<file path="config.mk">
export PLATFORM = sky130hd
export DESIGN_NAME = l3fwd_c2h_gen
export DESIGN_NICKNAME = d
export VERILOG_FILES = /design/src/rtl/l3fwd_pkg.sv /design/src/rtl/l3fwd_c2h_pattern.sv /design/src/rtl/l3fwd_c2h_gen.sv
export SDC_FILE = /design/constraint.sdc
export NUM_CORES = 1
export LEC_CHECK = 0
export CORE_AREA = 2 2 159 161
export DETAILED_ROUTE_END_ITERATION = 8
export DIE_AREA = 0 0 161 163
export PLACE_DENSITY = 0.82
export RECOVER_POWER = 25
export SYNTH_ARGS = -nofsm -noshare
export SYNTH_HDL_FRONTEND = slang
export SYNTH_SLANG_ARGS = --single-unit
</file>
<file path="constraint.sdc">
create_clock -name user_clk -period 10 [get_ports user_clk]
set_input_delay 2 -clock user_clk [delete_from_list [all_inputs] [get_ports user_clk]]
set_output_delay 2 -clock user_clk [all_outputs]
set_load 0.02 [all_outputs]
</file>
<file path="src/rtl/l3fwd_pkg.sv">
// Shared types and length helpers for the L3 forwarding C2H packet generator.
package l3fwd_pkg;

   typedef enum logic [1:0] {IDLE, SEND, GAP} state_t;

   function automatic int bpb_f(input int dw);
      return dw / 8;
   endfunction

   // Beats needed for len bytes; widened so len near 64K cannot overflow the round-up.
   function automatic logic [15:0] beats_f(input logic [15:0] len, input int dw);
      logic [16:0] t;
      t = {1'b0, len} + 17'(bpb_f(dw) - 1);
      return 16'(t / 17'(bpb_f(dw)));
   endfunction

   function automatic logic [5:0] mty_f(input logic [15:0] len, input int dw);
      logic [16:0] t;
      t = 17'(beats_f(len, dw)) * 17'(bpb_f(dw)) - {1'b0, len};
      return 6'(t);
   endfunction

endpackage

</file>
<file path="src/rtl/l3fwd_c2h_pattern.sv">
// Deterministic payload: 16-bit lane i of beat b carries b*LANES + i.
module l3fwd_c2h_pattern #(
   parameter int C_DATA_WIDTH = 256
) (
   input  logic [15:0]             beat,
   output logic [C_DATA_WIDTH-1:0] data
);
   localparam int LANES = C_DATA_WIDTH / 16;

   logic [15:0] base;
   assign base = beat * 16'(LANES);

   for (genvar i = 0; i < LANES; i++) begin : g_lane
      assign data[i*16 +: 16] = base + 16'(i);
   end

endmodule

</file>
<file path="src/rtl/l3fwd_c2h_gen.sv">
// C2H packet generator: fixed-length packets, round-robin over a queue range.
// Define L3FWD_C2H_GEN_GAP_EN to insert gen_gap idle cycles between packets.
module l3fwd_c2h_gen
   import l3fwd_pkg::*;
#(
   parameter int C_DATA_WIDTH = 256,
   parameter int QID_WIDTH    = 11,
   parameter int C_PKT_WIDTH  = 32,
   parameter int TCQ          = 1
) (
   input  logic                    user_clk,
   input  logic                    user_reset,
   input  logic                    gen_start,
   input  logic                    gen_stop,
   input  logic [15:0]             gen_len,
   input  logic [QID_WIDTH-1:0]    gen_qid_base,
   input  logic [QID_WIDTH-1:0]    gen_num_q,
   input  logic [C_PKT_WIDTH-1:0]  gen_num_pkt,
   input  logic                    gen_dis_cmpt,
   input  logic [7:0]              gen_gap,
   output logic [C_DATA_WIDTH-1:0] s_axis_c2h_tdata,
   output logic                    s_axis_c2h_ctrl_marker,
   output logic [15:0]             s_axis_c2h_ctrl_len,
   output logic [QID_WIDTH-1:0]    s_axis_c2h_ctrl_qid,
   output logic                    s_axis_c2h_ctrl_user_trig,
   output logic                    s_axis_c2h_ctrl_dis_cmpt,
   output logic                    s_axis_c2h_ctrl_imm_data,
   output logic                    s_axis_c2h_tvalid,
   input  logic                    s_axis_c2h_tready,
   output logic                    s_axis_c2h_tlast,
   output logic [5:0]              s_axis_c2h_mty,
   output logic                    gen_busy,
   output logic [C_PKT_WIDTH-1:0]  gen_pkt_cnt,
   output logic                    gen_cfg_err
);
   state_t                 state;
   logic [15:0]            len_r, beats_r, beat;
   logic [5:0]             mty_r;
   logic [QID_WIDTH-1:0]   qid_base_r, num_q_r, q_idx, q_inc;
   logic [C_PKT_WIDTH-1:0] num_pkt_r, pkt_cnt, pkt_inc;
   logic                   dis_r, stop_pending, tvalid_r;
   logic                   accept, last_beat, run_done;
   logic [C_DATA_WIDTH-1:0] pattern;
   logic                   unused_ok;
`ifdef L3FWD_C2H_GEN_GAP_EN
   logic [7:0]             gap_r, gap_cnt;
   assign unused_ok = (TCQ != 0);
`else
   assign unused_ok = ^{gen_gap, TCQ != 0};
`endif

   assign accept    = tvalid_r & s_axis_c2h_tready;
   assign last_beat = (beat == beats_r - 16'd1);
   assign pkt_inc   = pkt_cnt + C_PKT_WIDTH'(1);
   assign q_inc     = q_idx + QID_WIDTH'(1);
   // A stop arriving on the tlast cycle itself still ends the run there.
   assign run_done  = stop_pending | gen_stop | ((num_pkt_r != '0) && (pkt_inc == num_pkt_r));

   always_ff @(posedge user_clk or posedge user_reset) begin
      if (user_reset) begin
         state        <= IDLE;
         len_r        <= '0;
         beats_r      <= '0;
         mty_r        <= '0;
         beat         <= '0;
         qid_base_r   <= '0;
         num_q_r      <= '0;
         q_idx        <= '0;
         num_pkt_r    <= '0;
         pkt_cnt      <= '0;
         dis_r        <= 1'b0;
         stop_pending <= 1'b0;
         tvalid_r     <= 1'b0;
         gen_cfg_err  <= 1'b0;
`ifdef L3FWD_C2H_GEN_GAP_EN
         gap_r        <= '0;
         gap_cnt      <= '0;
`endif
      end else begin
         case (state)
            IDLE: begin
               if (gen_start) begin
                  if (gen_len == 16'd0) begin
                     gen_cfg_err <= 1'b1;
                  end else begin
                     state        <= SEND;
                     len_r        <= gen_len;
                     beats_r      <= beats_f(gen_len, C_DATA_WIDTH);
                     mty_r        <= mty_f(gen_len, C_DATA_WIDTH);
                     beat         <= '0;
                     qid_base_r   <= gen_qid_base;
                     num_q_r      <= (gen_num_q == '0) ? QID_WIDTH'(1) : gen_num_q;
                     q_idx        <= '0;
                     num_pkt_r    <= gen_num_pkt;
                     pkt_cnt      <= '0;
                     dis_r        <= gen_dis_cmpt;
                     stop_pending <= 1'b0;
                     tvalid_r     <= 1'b1;
                     gen_cfg_err  <= 1'b0;
`ifdef L3FWD_C2H_GEN_GAP_EN
                     gap_r        <= gen_gap;
`endif
                  end
               end
            end
            SEND: begin
               if (gen_stop) stop_pending <= 1'b1;
               if (accept) begin
                  if (last_beat) begin
                     beat  <= '0;
                     q_idx <= (q_inc == num_q_r) ? '0 : q_inc;
                     if (pkt_cnt != '1) pkt_cnt <= pkt_inc;
                     if (run_done) begin
                        state    <= IDLE;
                        tvalid_r <= 1'b0;
                     end
`ifdef L3FWD_C2H_GEN_GAP_EN
                     else if (gap_r != 8'd0) begin
                        state    <= GAP;
                        tvalid_r <= 1'b0;
                        gap_cnt  <= gap_r;
                     end
`endif
                  end else begin
                     beat <= beat + 16'd1;
                  end
               end
            end
`ifdef L3FWD_C2H_GEN_GAP_EN
            GAP: begin
               if (gen_stop || stop_pending) begin
                  state <= IDLE;
               end else if (gap_cnt == 8'd1) begin
                  state    <= SEND;
                  tvalid_r <= 1'b1;
               end else begin
                  gap_cnt <= gap_cnt - 8'd1;
               end
            end
`endif
            default: begin
               state    <= IDLE;
               tvalid_r <= 1'b0;
            end
         endcase
      end
   end

   l3fwd_c2h_pattern #(.C_DATA_WIDTH(C_DATA_WIDTH)) u_pattern (
      .beat (beat),
      .data (pattern)
   );

   // Data and last-beat sideband are gated so idle/reset outputs read as zero.
   assign s_axis_c2h_tdata          = tvalid_r ? pattern : '0;
   assign s_axis_c2h_tvalid         = tvalid_r;
   assign s_axis_c2h_tlast          = tvalid_r & last_beat;
   assign s_axis_c2h_mty            = (tvalid_r & last_beat) ? mty_r : 6'd0;
   assign s_axis_c2h_ctrl_len       = len_r;
   assign s_axis_c2h_ctrl_qid       = qid_base_r + q_idx;
   assign s_axis_c2h_ctrl_dis_cmpt  = dis_r;
   assign s_axis_c2h_ctrl_marker    = 1'b0;
   assign s_axis_c2h_ctrl_user_trig = 1'b0;
   assign s_axis_c2h_ctrl_imm_data  = 1'b0;
   assign gen_busy                  = (state != IDLE);
   assign gen_pkt_cnt               = pkt_cnt;

endmodule

</file>
==> impl_metrics.toml <==
[cells_and_area]
fin_nets = 1406
fill_cells = 2078
final_common_cell = "clkdlybuf4s50_1"
diodes = 0
instances_no_fill = 1649
syn2layout_area_growth_pct = 25.3
final_cell_mix = "317 x clkdlybuf4s50_1, 149 x dfrtp_1, 78 x nand2_1"
drive_gt1_share_pct = 11.8
design_area_mm2 = 0.0140

[synth]
synth.distinct_cells = 79
synth_area_leader_cell = "dfrtp_1"
synth-edff-count = 0
ys_seq_elements = 150
synth_cells = 1181
synth_ff_type = "dfrtp_1"
seq_area_frac_synth_pct = 33.7
netlist_area_mm2 = 0.0112
synthDominantCellAreaShare_pct = 33.7
ys.warnings.count = 0
synth_area_per_cell_um2 = 9.44
synthArstFlopShare_pct = 100
yosys-top-cells-area = "dfrtp_1 34%, buf_4 17%, mux2_2 6.9%, xnor2_1 5.4%, xor2_1 3.6%"

[clock_tree]
cts_setup_buffers = 0
cts.sinks = 150
clock_latency_ns = 0.43
tritoncts = "yes"
cts_resized = 0
cts_buffers = 17
cts_htree_levels = 4
cts_buffer_depth = 2
holdBufCountCts = 0
cts-root-buf = "clkbuf_16"
clk_pin_slew_ns = 0.07

[timing]
tightest_slew_ns = 3.30
rsz0062_at_grt = "false"
period_minus_slack_ns = 5.96
skew_ns = 0.0134
setup_viol = 0
fmax_mhz = 168
setup_tns_ns = 0
finalCritPeriodShare_pct = 59.6
slew_headroom_pct = -121
maxSlewViolCount = 76
hold_violations = 0

[outcome]
violations = "max-capacitance violations, max-slew violations"
status = "finished, violations left"

[worst_setup_path]
cp-start-kind = "flop"
end_kind = "output pin"
cp_max_fo = 8
cp_data_arrival_time_ns = 3.96
critPathKind = "flop to output pin"
cp.required_ns = 8.00

[drt]
vias = 8665
wl_per_cell_um = 17.3
drt-pass1-iter-count = 5
ant_nets = 0
drc_errors = 0
totalWireLength_um = 28600
avgViaCountPerCell = 5.25
drtIter0Drc = 514

[die]
boundaryPins = 413
die_x_um = 161
core_mm2 = 0.0247
dieArea_mm2 = 0.0262
rows = 58
die_height_um = 163
initial_core_util_pct = 45.2

[grt]
grt_usage_pct = 21.0
grt_max_degree = 86
grt_overflow = 0
grt_pass1_vias = 8112
antenna_found_initial = 1
grt_first_pass_wirelength_um = 44000

[pwr]
power-per-cell-area_mw_per_mm2 = 305
power_frac_comb_pct = 58.5
intPower_uw = 2430
peakVddDrop_mv = 0.311
p_leak_uw = 0.00568
power_frac_clock_pct = 16.7
p_seq_share_pct = 24.9
switching_share_pct = 43.0
switchingPower_uw = 1830

[job]
timing.max_cap.violations = 1

[placed_design]
gp_congestion = 0.907
port_buffers = 369
placed_cell_area_mm2 = 0.0133
dp_cells = 1617
dpl.hpwl_um = 21400

[worst_hold_path]
min_path_type = "flop to flop"
==> cell families (layout without fill, tap and decap cells) <==
logic type	Yosys count	after routing	share of synthesized area, %
mux	75	75	7.49
xor+xnor	115	115	9.03
flops	150	150	33.7
other cells	1	35	0.0336
buf+inv	334	438	19.9
fa+ha+maj	16	16	1.86
simple gates	314	314	15.6
compound gates	176	176	12.4
==> state kept, by name, indices dropped and copies added, names as in the netlist, 5 cells and up <==
name / flops
qid_base_r: 11
gen_pkt_cnt: 32
beats_r: 12
beat: 16
mty_r: 5
num_pkt_r: 32
s_axis_c2h_ctrl_len: 16
num_q_r: 11
q_idx: 11
==> power groups by stage <==
stage                     registers (uW)  clock network [uW]  logic, uW
after floorplan                     1030                   0       1890
after global placement              1060                   0       2460
after detailed placement            1070                   0       2510
after CTS                           1060                 721       2520
after global routing                1090                 746       2670
final                               1060                 709       2490
==> cell usage after synthesis, types with 32 or more instances <==
master / number
nand4_1: 32
buf_4: 249
xor2_1: 46
mux2_2: 68
dfrtp_1: 150
inv_1: 34
clkbuf_1: 35
nor2_1: 44
o21ai_0: 43
nand3_1: 32
nand2_1: 79
xnor2_1: 69
==> per-layer routing <==
metal | up-vias | wire length (um) | share of wire [%] | track usage (%)
met5 | - | 0 | 0 | 0
met4 | 0 | 437 | 1.5 | 5.11
met3 | 32 | 1700 | 5.9 | 4.66
met2 | 302 | 14400 | 50 | 36.4
met1 | 4229 | 12000 | 42 | 26.7
li1 | 4102 | - | - | -
==> worst paths after layout <==
| kind | start | end | slack, ns | cells after the start |
|---|---|---|---|---|
| max in group asynchronous | user_reset | s_axis_c2h_tvalid | 4.87 | 3 |
| max reg2reg | beats_r[0] | q_idx[10] | 6.18 | 9 |
| min reg2reg | s_axis_c2h_ctrl_len[1] | s_axis_c2h_ctrl_len[1] | 0.48 | 2 |
| min | s_axis_c2h_ctrl_len[1] | s_axis_c2h_ctrl_len[1] | 0.48 | 2 |
| max | beats_r[0] | s_axis_c2h_mty[3] | 4.04 | 9 |
| min in group asynchronous | user_reset | qid_base_r[8] | 2.99 | 2 |
==> layout make-up <==
| class | instances | area, um^2 | area share [%] |
|---|---|---|---|
| repair buffers | 372 | 3720 | 26.6 |
| clock inverters | 12 | 190 | 1.36 |
| flip-flops and latches | 150 | 3750 | 26.9 |
| inverters | 34 | 129 | 0.923 |
| multi-input cells | 731 | 5310 | 38.0 |
| clock buffers | 20 | 457 | 3.27 |
| well taps | 330 | 413 | 2.96 |
==> critical path: stages (launching register included) <==
cell and delay, ns:
dfrtp_1 0.46, inv_1 0.09, ha_1 0.24, nor4b_4 0.46, nand3_1 0.16, xnor2_1 0.22, nor4_4 0.54, and3_1 0.49
and3_2 0.25, clkdlybuf4s50_1 0.63
==> per-stage QoR <==
step	setup slack [ns]	power [uW]	util, %	hold WS, ns
finish	4.04	4250	56.6	0.476
global placement	4.25	3520	54.0	0.453
global route	3.80	4500	56.6	0.505
detailed placement	4.29	3580	54.0	0.465
CTS	4.02	4300	56.6	0.480
floorplan	3.96	2920	-	0.441
(Power assumes the default switching activity.)
